File: src/rtl/seg_display.sv
// seg_display: four-digit multiplexed seven-segment driver for an MM:SS clock.
// Scans one digit per REFRESH_DIV cycles and latches a fresh snapshot of all
// four BCD inputs once per frame, so a frame never mixes old and new digits.
// A selected digit can be blinked with a BLINK_DIV-cycle half period.
// Optional feature: define SEG_LZ_BLANK_EN to blank a leading zero in min_1.
// All outputs are active-low and registered.
module seg_display #(
  parameter int REFRESH_DIV = 50000,
  parameter int BLINK_DIV   = 25000000
) (
  input  logic       clk,
  input  logic       rst,
  input  logic [3:0] min_1_val,
  input  logic [3:0] min_0_val,
  input  logic [3:0] sec_1_val,
  input  logic [3:0] sec_0_val,
  input  logic       blink_en,
  input  logic [1:0] blink_sel,
  output logic [3:0] an,
  output logic [6:0] seg,
  output logic       dp
);

  localparam int REF_W = $clog2(REFRESH_DIV);
  localparam int BLK_W = $clog2(BLINK_DIV);
  localparam logic [REF_W-1:0] REF_MAX = REF_W'(REFRESH_DIV - 1);
  localparam logic [BLK_W-1:0] BLK_MAX = BLK_W'(BLINK_DIV - 1);

  logic [REF_W-1:0] ref_cnt;
  logic [1:0]       idx;
  logic             tick;

  logic [3:0] snap_min_1;
  logic [3:0] snap_min_0;
  logic [3:0] snap_sec_1;
  logic [3:0] snap_sec_0;

  logic [BLK_W-1:0] blink_cnt;
  logic             blink_phase;

  logic [3:0] digit_val;
  logic [3:0] an_nxt;
  logic [6:0] seg_nxt;
  logic       dp_nxt;

  // BCD to active-low {g,f,e,d,c,b,a}; non-BCD codes show nothing.
  function automatic logic [6:0] decode_bcd(input logic [3:0] v);
    case (v)
      4'd0:    decode_bcd = 7'b1000000;
      4'd1:    decode_bcd = 7'b1111001;
      4'd2:    decode_bcd = 7'b0100100;
      4'd3:    decode_bcd = 7'b0110000;
      4'd4:    decode_bcd = 7'b0011001;
      4'd5:    decode_bcd = 7'b0010010;
      4'd6:    decode_bcd = 7'b0000010;
      4'd7:    decode_bcd = 7'b1111000;
      4'd8:    decode_bcd = 7'b0000000;
      4'd9:    decode_bcd = 7'b0010000;
      default: decode_bcd = 7'b1111111;
    endcase
  endfunction

  assign tick = (ref_cnt == REF_MAX);

  // Refresh divider and digit index: one slot per REFRESH_DIV cycles.
  // NOTE: sequential state uses non-blocking assignments so every register
  // samples the pre-edge values of its peers, independent of statement order.
  always_ff @(posedge clk) begin
    if (rst) begin
      ref_cnt <= '0;
      idx     <= 2'd0;
    end else if (tick) begin
      ref_cnt <= '0;
      idx     <= idx + 2'd1;
    end else begin
      ref_cnt <= ref_cnt + 1'b1;
    end
  end

  // Frame snapshot: all four digits are captured together at the end of slot 3.
  // NOTE: the snapshot is reset because its contents are visible right after
  // reset (digit 0 must read as 0), unlike a scratch store that is written first.
  always_ff @(posedge clk) begin
    if (rst) begin
      snap_min_1 <= 4'd0;
      snap_min_0 <= 4'd0;
      snap_sec_1 <= 4'd0;
      snap_sec_0 <= 4'd0;
    end else if (tick && idx == 2'd3) begin
      snap_min_1 <= min_1_val;
      snap_min_0 <= min_0_val;
      snap_sec_1 <= sec_1_val;
      snap_sec_0 <= sec_0_val;
    end
  end

  // Blink timer: held clear while blinking is off so each blink starts visible.
  always_ff @(posedge clk) begin
    if (rst || !blink_en) begin
      blink_cnt   <= '0;
      blink_phase <= 1'b0;
    end else if (blink_cnt == BLK_MAX) begin
      blink_cnt   <= '0;
      blink_phase <= ~blink_phase;
    end else begin
      blink_cnt <= blink_cnt + 1'b1;
    end
  end

  // Next output pattern from the current slot, snapshot and blink state.
  // NOTE: every signal gets a default first so no path leaves it unassigned,
  // which would otherwise infer a latch.
  always_comb begin
    digit_val = snap_sec_0;
    case (idx)
      2'd0: digit_val = snap_sec_0;
      2'd1: digit_val = snap_sec_1;
      2'd2: digit_val = snap_min_0;
      2'd3: digit_val = snap_min_1;
      default: digit_val = snap_sec_0;
    endcase

    an_nxt  = ~(4'b0001 << idx);
    seg_nxt = decode_bcd(digit_val);
    dp_nxt  = (idx == 2'd2) ? 1'b0 : 1'b1;

    if (blink_en && blink_phase && idx == blink_sel) begin
      an_nxt = 4'b1111;
    end

`ifdef SEG_LZ_BLANK_EN
    if (idx == 2'd3 && snap_min_1 == 4'd0) begin
      seg_nxt = 7'b1111111;
      dp_nxt  = 1'b1;
    end
`endif
  end

  // Output registers: one cycle behind idx, all dark while in reset.
  always_ff @(posedge clk) begin
    if (rst) begin
      an  <= 4'b1111;
      seg <= 7'b1111111;
      dp  <= 1'b1;
    end else begin
      an  <= an_nxt;
      seg <= seg_nxt;
      dp  <= dp_nxt;
    end
  end

endmodule

File: config.mk
export PLATFORM = sky130hd
export DESIGN_NAME = seg_display
export DESIGN_NICKNAME = d
export VERILOG_FILES = /design/src/rtl/seg_display.sv
export SDC_FILE = /design/constraint.sdc
export NUM_CORES = 1
export LEC_CHECK = 0
export CAP_MARGIN = 20
export CORE_ASPECT_RATIO = 1.25
export CORE_MARGIN = 2
export CORE_UTILIZATION = 35
export DETAILED_ROUTE_END_ITERATION = 6
export SETUP_SLACK_MARGIN = 0.2
export SLEW_MARGIN = 20
export SYNTH_ARGS = -nofsm -noshare
export SYNTH_HDL_FRONTEND = slang
export SYNTH_SLANG_ARGS = --single-unit
File: constraint.sdc
create_clock -name clk -period 1.99 [get_ports clk]
set_input_delay 0.398 -clock clk [delete_from_list [all_inputs] [get_ports clk]]
set_output_delay 0.398 -clock clk [all_outputs]
set_load 0.03 [all_outputs]
==> flow_summary.toml <==
[run_status]
failed_checks = "setup timing"
outcome = "finished, violations left"

[synth]
synthTopCellsByArea = "dfxtp_1, xnor2_1, a21oi_1, nand3_1, nor2_1"
synth.distinct_cells = 48
netlist_instances = 369
avgSynthCellArea_sq_um = 8.92
synth_seq_cells = 72
synth_nets = 400
ys.flop_type = "dfxtp_1"
syn_area_sq_mm = 0.00329
synth_top_area_share = 0.438
postSynth.asyncResetShare = 0
ys_seq_area_frac = 0.438
yosysTopAreaCell = "dfxtp_1"
synth-edff-count = 0
synth_warnings = 0

[sta]
fin_ws_ns = -0.0503
drv_slew = 0
grt_setup_unrepaired = "true"
tightest_slew_ns = 0.465
hold_viol_final = 0
relSlewSlack = 0.690
setup_tns_ns = -0.0503
layout_min_cycle_time_ns = 2.04
skew_ns = 0.00777
timing.final.crit_share = 1.03
max_clock_freq_mhz = 490
finalSetupViolations = 1

[placed_design]
hpwlAfterDp_um = 5090
gp_congestion = 0.836
port_buffers = 32

[critical_path]
critPathCaptureType = "register"
startpoint_type = "register"
worstReg2RegStart = "idx[1]"
arrival_ns = 2.24
crit_fanout = 7
r2r_cells = 8
worstPathRequired_ns = 2.19
r2r_end = "seg[6]"
crit_type = "reg2reg"
regToRegSetupSlack_ns = -0.05

[hold_path]
worstHoldPathType = "reg2reg"
hold_path.startpoint = "ref_cnt[0]"
hold_depth = 1
hold_path_end = "ref_cnt[0]"

[routing]
totalWireLength_um = 8890
drtIter0Drc = 167
drc = 0
antenna_left = 0
wl_per_cell_um = 15.2
viasPerCell = 5.32
vias = 3104
firstDrtPassIters = 4

[pwr]
p_leak_uw = 0.00164
power.density_mw_per_mm2 = 620
ir_worst_vdd_v = 0.000386

[floorplanning]
fp.dieH_um = 112
rows = 39
ios = 33
core_area_sq_mm = 0.00913
dieWidth_um = 90.7
fp.dieArea_sq_mm = 0.0102
start_util = 0.361

[global_route]
grt_remaining_overflow = 0
grt_antenna_before_repair = 0
grt_pass1_wl_um = 13400
grt_max_degree = 19
grt_pass1_vias = 3013
grt_usage = 0.161

[cts]
clockBufferDepth = 2
clk_pin_slew_ns = 0.05
insertion_delay_ns = 0.33
cts_tree = "built"
holdBufCountCts = 0
cts_root_buf = "clkbuf_16"
htree_levels = 3
cts_made_buffers = 9
cts.sinks = 72

[layout]
drive_gt1_frac = 0.395
final_net_count = 488
fillCellCount = 765
diodes = 0
finish.utilization = 0.554
syn2layout_area_growth_pct = 53.5

[job]
cap_violations = 0
-- metrics by stage --
step	instance area, sq um	setup slack (ns)	cells	total power (uW)	hold WS, ns
final	5050	-0.0503	584	3130	0.452
after global routing	5050	-0.127	584	3240	0.479
after CTS	4490	0.0873	571	3140	0.458
after detailed placement	3930	0.0262	533	1630	0.430
after global placement	3930	0.0208	533	1620	0.419
after floorplan	3360	0.0452	369	1550	0.406
-- cells in the final DEF (no fill, tap or decap), types with 4 or more instances in the layout --
master            n
a21oi_1          12
a21oi_2          19
and3_1            4
and4_1            6
buf_4            40
buf_6            11
clkbuf_16        11
clkdlybuf4s50_1  32
dfxtp_1          60
dfxtp_2          10
ha_4              4
inv_1            11
nand2_1          13
nand3_1          13
nand3_2           8
nand3_4           9
nand4_1          15
nor2_1           22
nor2_2           12
nor3_1            5
nor4_1            6
o21ai_2          16
o31ai_1           7
or4_1             7
or4_4             6
xnor2_1          18
xor2_1           12
-- where the power goes --
part	switching, uW	leakage [uW]	internal [uW]
sequential	8.07	0.000590	1450
combinational	82.1	0.000912	79.7
clock	565	0.000136	941
total	656	0.00164	2480
-- layout make-up --
class / count / area, sq um / area share
Clock buffer: 15 / 278 / 0.0550
Inverter: 15 / 62.6 / 0.0124
Multi-Input combinational cell: 271 / 2240 / 0.444
Sequential cell: 72 / 1460 / 0.289
Tap cell: 123 / 154 / 0.0305
Timing Repair Buffer: 88 / 855 / 0.169
-- synthesized netlist by cell type (all sizes together) (2+ instances only) --
| library cell | n |
|---|---|
| nand3 | 30 |
| a222oi | 3 |
| mux2i | 4 |
| a21oi | 31 |
| nand2 | 15 |
| xnor2 | 19 |
| nand2b | 4 |
| dfxtp | 72 |
| ha | 10 |
| nor2b | 2 |
| nand4 | 15 |
| nor2 | 37 |
| nor3 | 6 |
| buf | 7 |
| or3 | 2 |
| o21bai | 3 |
| a22oi | 2 |
| o21ai | 18 |
| nor4 | 7 |
| xor2 | 12 |
| or4 | 10 |
| inv | 15 |
| o211ai | 2 |
| clkbuf | 8 |
| o31ai | 8 |
| and4 | 7 |
| and3 | 5 |
-- sequential cells by signal, summed over array words and instances, names as in the netlist --
signal	cells
dp	1
blink_phase	1
snap_sec_1	4
snap_min_1	4
idx	2
blink_cnt	25
snap_min_0	4
seg	7
ref_cnt	16
an	4
snap_sec_0	4
-- worst max path at each step --
stage / cells after the start / to / start
after floorplan: 7 / ref_cnt[11] / ref_cnt[11]
after global placement: 7 / seg[1] / idx[0]
after detailed placement: 7 / seg[1] / idx[0]
after CTS: 7 / seg[4] / idx[1]
after global routing: 8 / seg[6] / idx[1]
final: 8 / seg[6] / idx[1]
-- per-layer routing --
layer  vias to the layer above  track usage  wire length [um]
li1                       1531            -                 -
met1                      1472        0.182              3750
met2                        78        0.288              4520
met3                        23       0.0336               327
met4                         0       0.0779               291
met5                         -            0                 0
-- cells by family after synthesis --
family	Yosys count	synth area share
flops	72	0.438
mux	5	0.0156
xor+xnor	31	0.0825
fa+ha+maj	10	0.0380
simple gates	147	0.247
buf+inv	30	0.0422
compound gates	74	0.137
-- repair_timing --
| item | CTS | global route |
|---|---|---|
| resized for setup | 30 | 103 |
| endpoints found under the setup margin | 46 | 66 |
| setup buffers | 19 | 9 |
| gates cloned | 4 | 4 |
| pin swaps | 29 | 51 |
-- worst max-delay path, cell delays in order, from the launching register on --
cell	delay (ns)
dfxtp_4	0.36
buf_12	0.13
ha_4	0.16
buf_4	0.13
a222oi_1	0.42
mux2i_1	0.17
buf_4	0.21
nor4_1	0.23
a21oi_1	0.09
Power figures use the tool's default switching activity.
